## config.mk

```make
export PLATFORM = sky130hd
export DESIGN_NAME = am2950_port_flat
export DESIGN_NICKNAME = d
export VERILOG_FILES = /design/src/rtl/am2950_port_if.sv /design/src/rtl/am2950_port.sv /design/src/flat_wrapper.sv
export SDC_FILE = /design/constraint.sdc
export NUM_CORES = 1
export LEC_CHECK = 0
export ABC_AREA = 1
export CORE_MARGIN = 4
export CORE_UTILIZATION = 52
export CTS_CLUSTER_DIAMETER = 150
export DETAILED_ROUTE_END_ITERATION = 16
export DONT_BUFFER_PORTS = 1
export GPL_ROUTABILITY_DRIVEN = 0
export PLACE_DENSITY = 0.74
export SLEW_MARGIN = 20
export SYNTH_ARGS = -nofsm -noshare
export SYNTH_HDL_FRONTEND = slang
export SYNTH_SLANG_ARGS = --single-unit
export TNS_END_PERCENT = 20
```

## constraint.sdc

```tcl
create_clock -name clk -period 0.8 [get_ports clk]
set_input_delay 0.16 -clock clk [delete_from_list [all_inputs] [get_ports clk]]
set_output_delay 0.16 -clock clk [all_outputs]
set_load 0.005 [all_outputs]
```

## src/rtl/am2950_port_if.sv

```systemverilog
// am2950_port_if: CPU-side (a_*) and peripheral-side (b_*) strobes, data and flags of the am2950 port.
interface am2950_port_if #(parameter int WIDTH = 8);
    logic [WIDTH-1:0] a_d, a_q, b_d, b_q;
    logic a_wr_, a_rd_, b_wr_, b_rd_;
    logic fs, fr, ovs, ovr;
    logic ien_, int_;
    modport master (
        output a_d, a_wr_, a_rd_, b_d, b_wr_, b_rd_, ien_,
        input  a_q, b_q, fs, fr, ovs, ovr, int_
    );
    modport slave (
        input  a_d, a_wr_, a_rd_, b_d, b_wr_, b_rd_, ien_,
        output a_q, b_q, fs, fr, ovs, ovr, int_
    );
endinterface

```

## src/rtl/am2950_port.sv

```systemverilog
// am2950_port: bidirectional handshake port, S carries A->B and R carries B->A, each with a full flag and sticky overrun.
// Interrupt logic is built only when AM2950_INT_EN is defined; otherwise int_ is tied high.
module am2950_port #(parameter int WIDTH = 8) (
    input logic clk,
    input logic rst_,
    am2950_port_if.slave p
);
    logic [WIDTH-1:0] s, r;
    logic fs, fr, ovs, ovr;
    // A write that lands while the peer acknowledges in the same edge is not an overrun.
    always_ff @(posedge clk or negedge rst_)
        if (!rst_) begin
            s <= '0;
            r <= '0;
            fs <= 1'b0;
            fr <= 1'b0;
            ovs <= 1'b0;
            ovr <= 1'b0;
        end else begin
            if (!p.a_wr_) begin
                if (!fs || !p.b_rd_) begin
                    s <= p.a_d;
                    fs <= 1'b1;
                    ovs <= 1'b0;
                end else ovs <= 1'b1;
            end else if (!p.b_rd_) begin
                fs <= 1'b0;
                ovs <= 1'b0;
            end
            if (!p.b_wr_) begin
                if (!fr || !p.a_rd_) begin
                    r <= p.b_d;
                    fr <= 1'b1;
                    ovr <= 1'b0;
                end else ovr <= 1'b1;
            end else if (!p.a_rd_) begin
                fr <= 1'b0;
                ovr <= 1'b0;
            end
        end
    assign p.b_q = s;
    assign p.a_q = r;
    assign p.fs = fs;
    assign p.fr = fr;
    assign p.ovs = ovs;
    assign p.ovr = ovr;
`ifdef AM2950_INT_EN
    assign p.int_ = ~(~p.ien_ & (fr | ~fs));
`else
    logic unused_ien;
    assign unused_ien = p.ien_;
    assign p.int_ = 1'b1;
`endif
endmodule
```

## src/flat_wrapper.sv

```systemverilog
// flat-port wrapper written by rule: the top's interface ports become plain ports
module am2950_port_flat 
#(parameter int WIDTH = 8)
  (clk, rst_, p_a_d, p_a_wr_, p_a_rd_, p_b_d, p_b_wr_, p_b_rd_, p_ien_, p_a_q, p_b_q, p_fs, p_fr, p_ovs, p_ovr, p_int_);
  am2950_port_if #(.WIDTH(WIDTH)) p_i ();
  input logic clk;
  input logic rst_;
  input wire logic [$bits(p_i.a_d)-1:0] p_a_d;
  input wire logic [$bits(p_i.a_wr_)-1:0] p_a_wr_;
  input wire logic [$bits(p_i.a_rd_)-1:0] p_a_rd_;
  input wire logic [$bits(p_i.b_d)-1:0] p_b_d;
  input wire logic [$bits(p_i.b_wr_)-1:0] p_b_wr_;
  input wire logic [$bits(p_i.b_rd_)-1:0] p_b_rd_;
  input wire logic [$bits(p_i.ien_)-1:0] p_ien_;
  output wire logic [$bits(p_i.a_q)-1:0] p_a_q;
  output wire logic [$bits(p_i.b_q)-1:0] p_b_q;
  output wire logic [$bits(p_i.fs)-1:0] p_fs;
  output wire logic [$bits(p_i.fr)-1:0] p_fr;
  output wire logic [$bits(p_i.ovs)-1:0] p_ovs;
  output wire logic [$bits(p_i.ovr)-1:0] p_ovr;
  output wire logic [$bits(p_i.int_)-1:0] p_int_;
  assign p_i.a_d = p_a_d;
  assign p_i.a_wr_ = p_a_wr_;
  assign p_i.a_rd_ = p_a_rd_;
  assign p_i.b_d = p_b_d;
  assign p_i.b_wr_ = p_b_wr_;
  assign p_i.b_rd_ = p_b_rd_;
  assign p_i.ien_ = p_ien_;
  assign p_a_q = p_i.a_q;
  assign p_b_q = p_i.b_q;
  assign p_fs = p_i.fs;
  assign p_fr = p_i.fr;
  assign p_ovs = p_i.ovs;
  assign p_ovr = p_i.ovr;
  assign p_int_ = p_i.int_;
  am2950_port #(.WIDTH(WIDTH)) u_core (.clk(clk), .rst_(rst_), .p(p_i));
endmodule
```

==> results of run 1 <==
-- flip-flops by register name, indices dropped and copies added (netlist names) --
signal / cells
u_core.p.b_q: 8
u_core.p.ovr: 1
u_core.p.ovs: 1
u_core.p.fs: 1
u_core.p.fr: 1
u_core.p.a_q: 8
-- worst max-delay path by stage --
stage,from,depth (start not counted),end
6_report,u_core.p.fs,1,p_fs
3_5_place_dp,u_core.p.fr,4,u_core.p.a_q[5]
5_1_grt,u_core.p.fr,5,u_core.p.a_q[2]
4_1_cts,u_core.p.fr,1,p_fr
3_3_place_gp,u_core.p.fr,4,u_core.p.a_q[6]
2_1_floorplan,u_core.p.fs,4,u_core.p.b_q[0]
-- synthesized netlist by cell type --
cell / number
o21ai_2: 2
nand2_4: 2
conb_1: 1
buf_4: 3
inv_2: 2
nand2_1: 36
dfrtp_1: 20
nand3_1: 18
-- final cells by class --
| class | instances | area [sq um] | share of cell area, % |
|---|---|---|---|
| inverter | 2 | 7.51 | 0.679 |
| tap | 15 | 18.8 | 1.70 |
| clock buffer | 4 | 36.3 | 3.28 |
| sequential | 20 | 500 | 45.2 |
| timing repair buffer | 24 | 243 | 21.9 |
| multi-input combinational | 59 | 300 | 27.1 |
-- logic make-up after synthesis --
logic type	after synthesis	share of synthesized area [%]
AND/OR/NAND/NOR	56	31.0
flip-flops	20	62.6
buffers and inverters	5	3.76
AO/OA/AOI/OAI	2	2.19
other	1	0.469
-- power breakdown --
part           leakage (nW)  internal [W]  switching, W
sequential            0.244       0.00113      0.000100
combinational         0.302      0.000166      0.000156
clock                0.0210      0.000277      0.000290
-- timing repair --
item                       CTS  global route
resized for setup            5             6
hold buffers                17             1
buffers inserted             1             0
pin swaps                    0            11
hold endpoints to repair    38            21
setup endpoints to repair   38            40
-- cells in the final DEF (no fill, tap or decap), drive strengths merged --
cell,synthesis,final
dfrtp,20,20
nand2,38,38
conb,1,1
o21ai,2,2
dlygate4sd3,0,17
dlymetal6s4s,0,1
nand3,18,18
buf,3,6
inv,2,2
clkbuf,0,4
-- stage by stage --
step                setup slack, ns  std cells  setup TNS, ns  hold slack (ns)  area [sq um]
finish                       -0.177        124          -3.14           -0.453          1110
floorplan                   -0.0260         84         -0.214           -0.136           810
detailed placement           -0.103        101          -1.44           -0.135           836
global placement            -0.0781        101          -1.08           -0.135           836
global route                 -0.227        124          -4.76           -0.482          1110
CTS                          -0.189        123          -4.22           -0.467          1070
-- routing by layer --
metal / track usage, % / vias to the layer above
li1: - / 321
met1: 23.8 / 317
met2: 29.8 / 26
met3: 4.60 / 4
met4: 8.84 / 0
met5: 0 / -
==> summary.md, run 1 <==
| Metric | Value |
|---|---|
| Post-route DRC | `0` |
| Worst path top cell family by delay | `flip-flops` |
| Port buffer count | `0` |
| Buffers & Inverters on Critical Path | `1` |
| IO Pins | `44` |
| Worst path max stage delay | `0.41 ns` |
| Crit path kind | `reg2out` |
| ANT cells | `0` |
| RR Startpoint | `u_core.p.fr` |
| Critical path startpoint category | `flip-flop` |
| Maximum clock insertion buffer count | `2` |
| Worst-skew pair later-pin latency | `0.29 ns` |
| Post-synth top area share | `62.6%` |
| CTS Buf Count | `3` |
| Status | `complete, but fails checks` |
| Mapped Area | `800 sq um` |
| Die Wd | `47.2 um` |
| Clk sink count | `20` |
| WHS | `-0.453 ns` |
| Post-synthesis cell count | `84` |
| Nature of the critical path endpoint | `output pin` |
| Reg-to-reg setup timing slack | `-0.17 ns` |
| Area growth syn-to-layout | `38.3%` |
| PD cells | `1920 nW/um^2` |
| Final worst slack | `-0.177 ns` |
| Routed length per placed instance | `15.1 um` |
| H-tree Lvls | `1` |
| Starting Density | `58.5%` |
| Crit Reg-Reg Endpoint | `u_core.p.a_q[0]` |
| Syn Area/Cell | `9.52 sq um` |
| Synth Register Bits | `20` |
| Critical Path AT | `0.82 ns` |
| Seq/Total Area, Yosys | `62.6%` |
| Die area | `2230 sq um` |
| Largest net degree at the start of global routing | `21` |
| Hpwl dp | `1200 um` |
| Vias | `668` |
| Highest clock rate | `1020 MHz` |
| CP cell instances | `buf_6` |
| Util after Layout | `81.0%` |
| R2R cell count | `5` |
| Number of antenna violations at the first check in global routing | `0` |
| Core Region | `1370 sq um` |
| Syn_nets | `107` |
| Antenna-violating nets left | `0` |
| CTS tree | `done` |
| Global-route wire length before repair | `2880 um` |
| Min Clock Period, post-route | `0.977 ns` |
| Final WL | `1880 um` |
| Final period utilization | `122%` |
| Pwr Total | `0.00212 W` |
| DR pass1 iterations | `4` |
| Max-Cap Viols | `0` |
| YS warnings | `0` |
| Clock root buffer | `clkbuf_4` |
| Vias in the first global route | `654` |
| Netlist cell types | `8` |
| Worst-path clk slew | `0.11 ns` |
| Slowest CP cell | `dfrtp_1` |
| GRT Total Usage | `18.7%` |
| Worst path required time | `0.64 ns` |
| CP max FO | `2` |
| Filler instances | `91` |
| Failing checks | `negative hold slack, negative setup slack` |
| Top layer used by detailed routing | `met4` |
| Fin. Hold Viols | `20` |
| Max rail drop VDD | `1540 uV` |
| DR WL met2 | `1010 um` |
| Final setup vio count | `38` |
| RSZ-0062 raised after global routing | `true` |
| Total gr overflow | `0` |
| Nets | `133` |
| Skew final | `0.00362 ns` |
| Vias per Instance | `5.39` |
| Met3 WL post-DR | `141 um` |
| Max-slew violations | `0` |
| Synth area leader | `dfrtp_1` |
| DRT met1 WL | `693 um` |
| Die H | `47.2 um` |
| Worst Hold Class | `in2async` |
| Ranking of synthesized cells by area | `dfrtp_1, nand2_1, nand3_1` |
| Row Count | `13` |
| Detailed Route Iter0 Violations | `7` |
| Pleak | `0.567 nW` |
| Fraction of layout cells with a size suffix above 1 | `19.3%` |
(Power assumes the default switching activity.)
==> inputs of run 2 (changes only) <==
--- a/config.mk
+++ b/config.mk
@@ -6,12 +6,15 @@
 export NUM_CORES = 1
 export LEC_CHECK = 0
 export ABC_AREA = 1
+export CAP_MARGIN = 20
 export CORE_MARGIN = 4
 export CORE_UTILIZATION = 52
 export CTS_CLUSTER_DIAMETER = 150
+export CTS_CLUSTER_SIZE = 12
 export DETAILED_ROUTE_END_ITERATION = 16
 export DONT_BUFFER_PORTS = 1
 export GPL_ROUTABILITY_DRIVEN = 0
+export GPL_TIMING_DRIVEN = 0
 export PLACE_DENSITY = 0.74
 export SLEW_MARGIN = 20
 export SYNTH_ARGS = -nofsm -noshare
==> run 2 against run 1 <==
Effect of this change:
- the run still ends with negative hold slack, negative setup slack left
- clock-buffer cell count is the same
- non-clock buffer count is the same
- routed wire length grew 19%
- cell count is the same
- first-iteration DRC count grew to 3.7 times the previous value
- critical path type is now reg2reg
- register-to-register slack gained 0.04 ns
- power grew 1.9%
- highest routed layer unchanged
- clock power grew 0.9%
==> summary.md, run 2 (synthesis results as in run 1) <==
| Metric | Value |
|---|---|
| PD cells | `1880 nW/um^2 (-2.0%)` |
| Vias per Instance | `5.60 (+4.0%)` |
| Final WL | `2230 um (+19%)` |
| Detailed Route Iter0 Violations | `26 (+19)` |
| Nature of the critical path endpoint | `flip-flop` |
| Hpwl dp | `1150 um (-4.5%)` |
| Placed insts | `99 (-2.0%)` |
| Final cell count without fillers | `124 (unchanged)` |
| Worst Hold Class | `in2async` |
| Core Region | `1370 sq um (unchanged)` |
| Number of antenna violations at the first check in global routing | `0 (unchanged)` |
| Worst-path clk slew | `0.11 ns (about the same)` |
| CTS Buf Count | `3 (unchanged)` |
| Maximum clock insertion buffer count | `2 (unchanged)` |
| Final worst slack | `-0.126 ns (+0.0511 ns)` |
| Final setup vio count | `40 (+5.3%)` |
| WHS | `-0.455 ns (-0.00227 ns)` |
| Pleak | `0.564 nW (-0.46%)` |
| Post-route DRC | `0 (unchanged)` |
| H-tree Lvls | `1 (unchanged)` |
| Min Clock Period, post-route | `0.926 ns (-0.0511 ns)` |
| Failing checks | `negative hold slack, negative setup slack` |
| Post-CTS Setup Bufs | `0 (-1)` |
| Starting Density | `58.5% (unchanged)` |
| Worst path required time | `1.03 ns (+0.39 ns)` |
| RSZ-0062 raised after global routing | `true` |
| Nets | `133 (unchanged)` |
| Clk sink count | `20 (unchanged)` |
| IO Pins | `44 (unchanged)` |
| Post-Place Worst Slack | `-0.102 ns (+0.00113 ns)` |
| Die area | `2230 sq um (unchanged)` |
| Largest net degree at the start of global routing | `21 (unchanged)` |
| Critical path startpoint category | `flip-flop` |
| Final period utilization | `116% (-6.4 points)` |
| Clock root buffer | `clkbuf_4` |
| Antenna-violating nets left | `0 (unchanged)` |
| Vias | `695 (+4.0%)` |
| Fraction of layout cells with a size suffix above 1 | `30.3% (+11 points)` |
| Die H | `47.2 um (unchanged)` |
| Fin. Hold Viols | `20 (unchanged)` |
| Util after Layout | `84.2% (+3.2 points)` |
| Pwr Total | `0.00216 W (+1.9%)` |
| Global-route wire length before repair | `3080 um (+6.7%)` |
| Port buffer count | `0 (unchanged)` |
| Crit path kind | `reg2reg` |
| CTS tree | `done` |
| Most frequent cells in the layout | `nand2_1, dfrtp_1, dlygate4sd3_1` |
| Vias in the first global route | `658 (+0.61%)` |
| CP max FO | `5 (+3)` |
| Highest clock rate | `1080 MHz (+5.5%)` |
| Worst-skew pair later-pin latency | `0.29 ns (about the same)` |
| Row Count | `13 (unchanged)` |
| Skew final | `0.00448 ns (+0.000857 ns)` |
| GRT Total Usage | `20.2% (+1.6 points)` |
| ANT cells | `0 (unchanged)` |
| Max-Cap Viols | `0 (unchanged)` |
| Total gr overflow | `0 (unchanged)` |
| Commonest non-fill, non-tap cell in the layout | `nand2_1` |
| Routed length per placed instance | `18.0 um (+19%)` |
| Status | `complete, but fails checks` |
| Max rail drop VDD | `1690 uV (+10%)` |
| Area growth syn-to-layout | `43.8%` |
| Critical Path AT | `1.16 ns (+0.34 ns)` |
| Die Wd | `47.2 um (unchanged)` |
| DR pass1 iterations | `4 (unchanged)` |
| Max-slew violations | `0 (unchanged)` |
## run 2: changes by cell type in the layout (fill, tap and decap cells not counted), moves of 2 or more
cell           delta
dlygate4sd3_1     +2
nand2_1           -6
nand2_2           +7
nand3_1           -7
nand3_2           +6
## run 2: repair_timing
action | in CTS | in global routing
pin swaps | 17 | 9
setup endpoints to repair | 40 | 40
hold buffers | 15 | 4
resized for setup | 9 | 13
hold endpoints to repair | 37 | 24
gates cloned | 2 | 0
## run 2: worst max-delay path: stages, from the launching register on
cell,delay [ns]
dfrtp_1,0.42
nand2_2,0.14
buf_6,0.15
nand3_1,0.09
nand2_1,0.08
## run 2: cell type report
cell class                 instances  area (sq um)
buffer                             3          30.0
clock buffer                       4          36.3
fill                              91           216
inverter                           2          7.51
multi-input combinational         59           344
sequential                        20           500
tap                               15          18.8
timing repair buffer              21           213
## run 2: final timing paths
kind / from / to / slack, ns / cells past startpoint
max in group asynchronous: rst_ / u_core.p.ovr / 1.18 / 0
worst min-delay path: rst_ / u_core.p.b_q[0] / -0.45 / 0
min in group clk: p_b_rd_ / u_core.p.ovs / 0.02 / 2
worst max-delay path: u_core.p.fr / u_core.p.a_q[2] / -0.13 / 4
worst max register to register: u_core.p.fr / u_core.p.a_q[2] / -0.13 / 4
worst min register to register: u_core.p.a_q[7] / u_core.p.a_q[7] / 0.52 / 2
## run 2: layer usage
layer / part of all wire (%) / vias to the layer above / track usage [%] / routed length, um
li1: - / 320 / - / -
met1: 37 / 339 / 25.9 / 818
met2: 55 / 32 / 33.6 / 1220
met3: 7.3 / 4 / 4.98 / 163
met4: 1.2 / 0 / 6.63 / 26
met5: 0 / - / 0 / 0
## run 2: per-stage QoR
step,hold WS [ns],TNS [ns],instance area (sq um)
global placement,-0.135,-0.937,828
finish,-0.455,-2.91,1150
CTS,-0.462,-2.64,1060
floorplan,-0.136,-0.214,810
global route,-0.486,-4.47,1150
detailed placement,-0.135,-1.31,828
## run 2: power by group
part / leakage, nW / switching [W] / internal (W)
sequential: 0.244 / 0.0000990 / 0.00113
clock: 0.0210 / 0.000294 / 0.000277
combinational: 0.299 / 0.000187 / 0.000173
==> inputs of run 3 (changes only) <==
--- a/config.mk
+++ b/config.mk
@@ -6,6 +6,7 @@
 export NUM_CORES = 1
 export LEC_CHECK = 0
 export ABC_AREA = 1
+export ABC_CLOCK_PERIOD_IN_PS = 800
 export CAP_MARGIN = 20
 export CORE_MARGIN = 4
 export CORE_UTILIZATION = 52
==> results of run 3 <==
No change in the layout: final DEF, timing and power equal those of run 2.
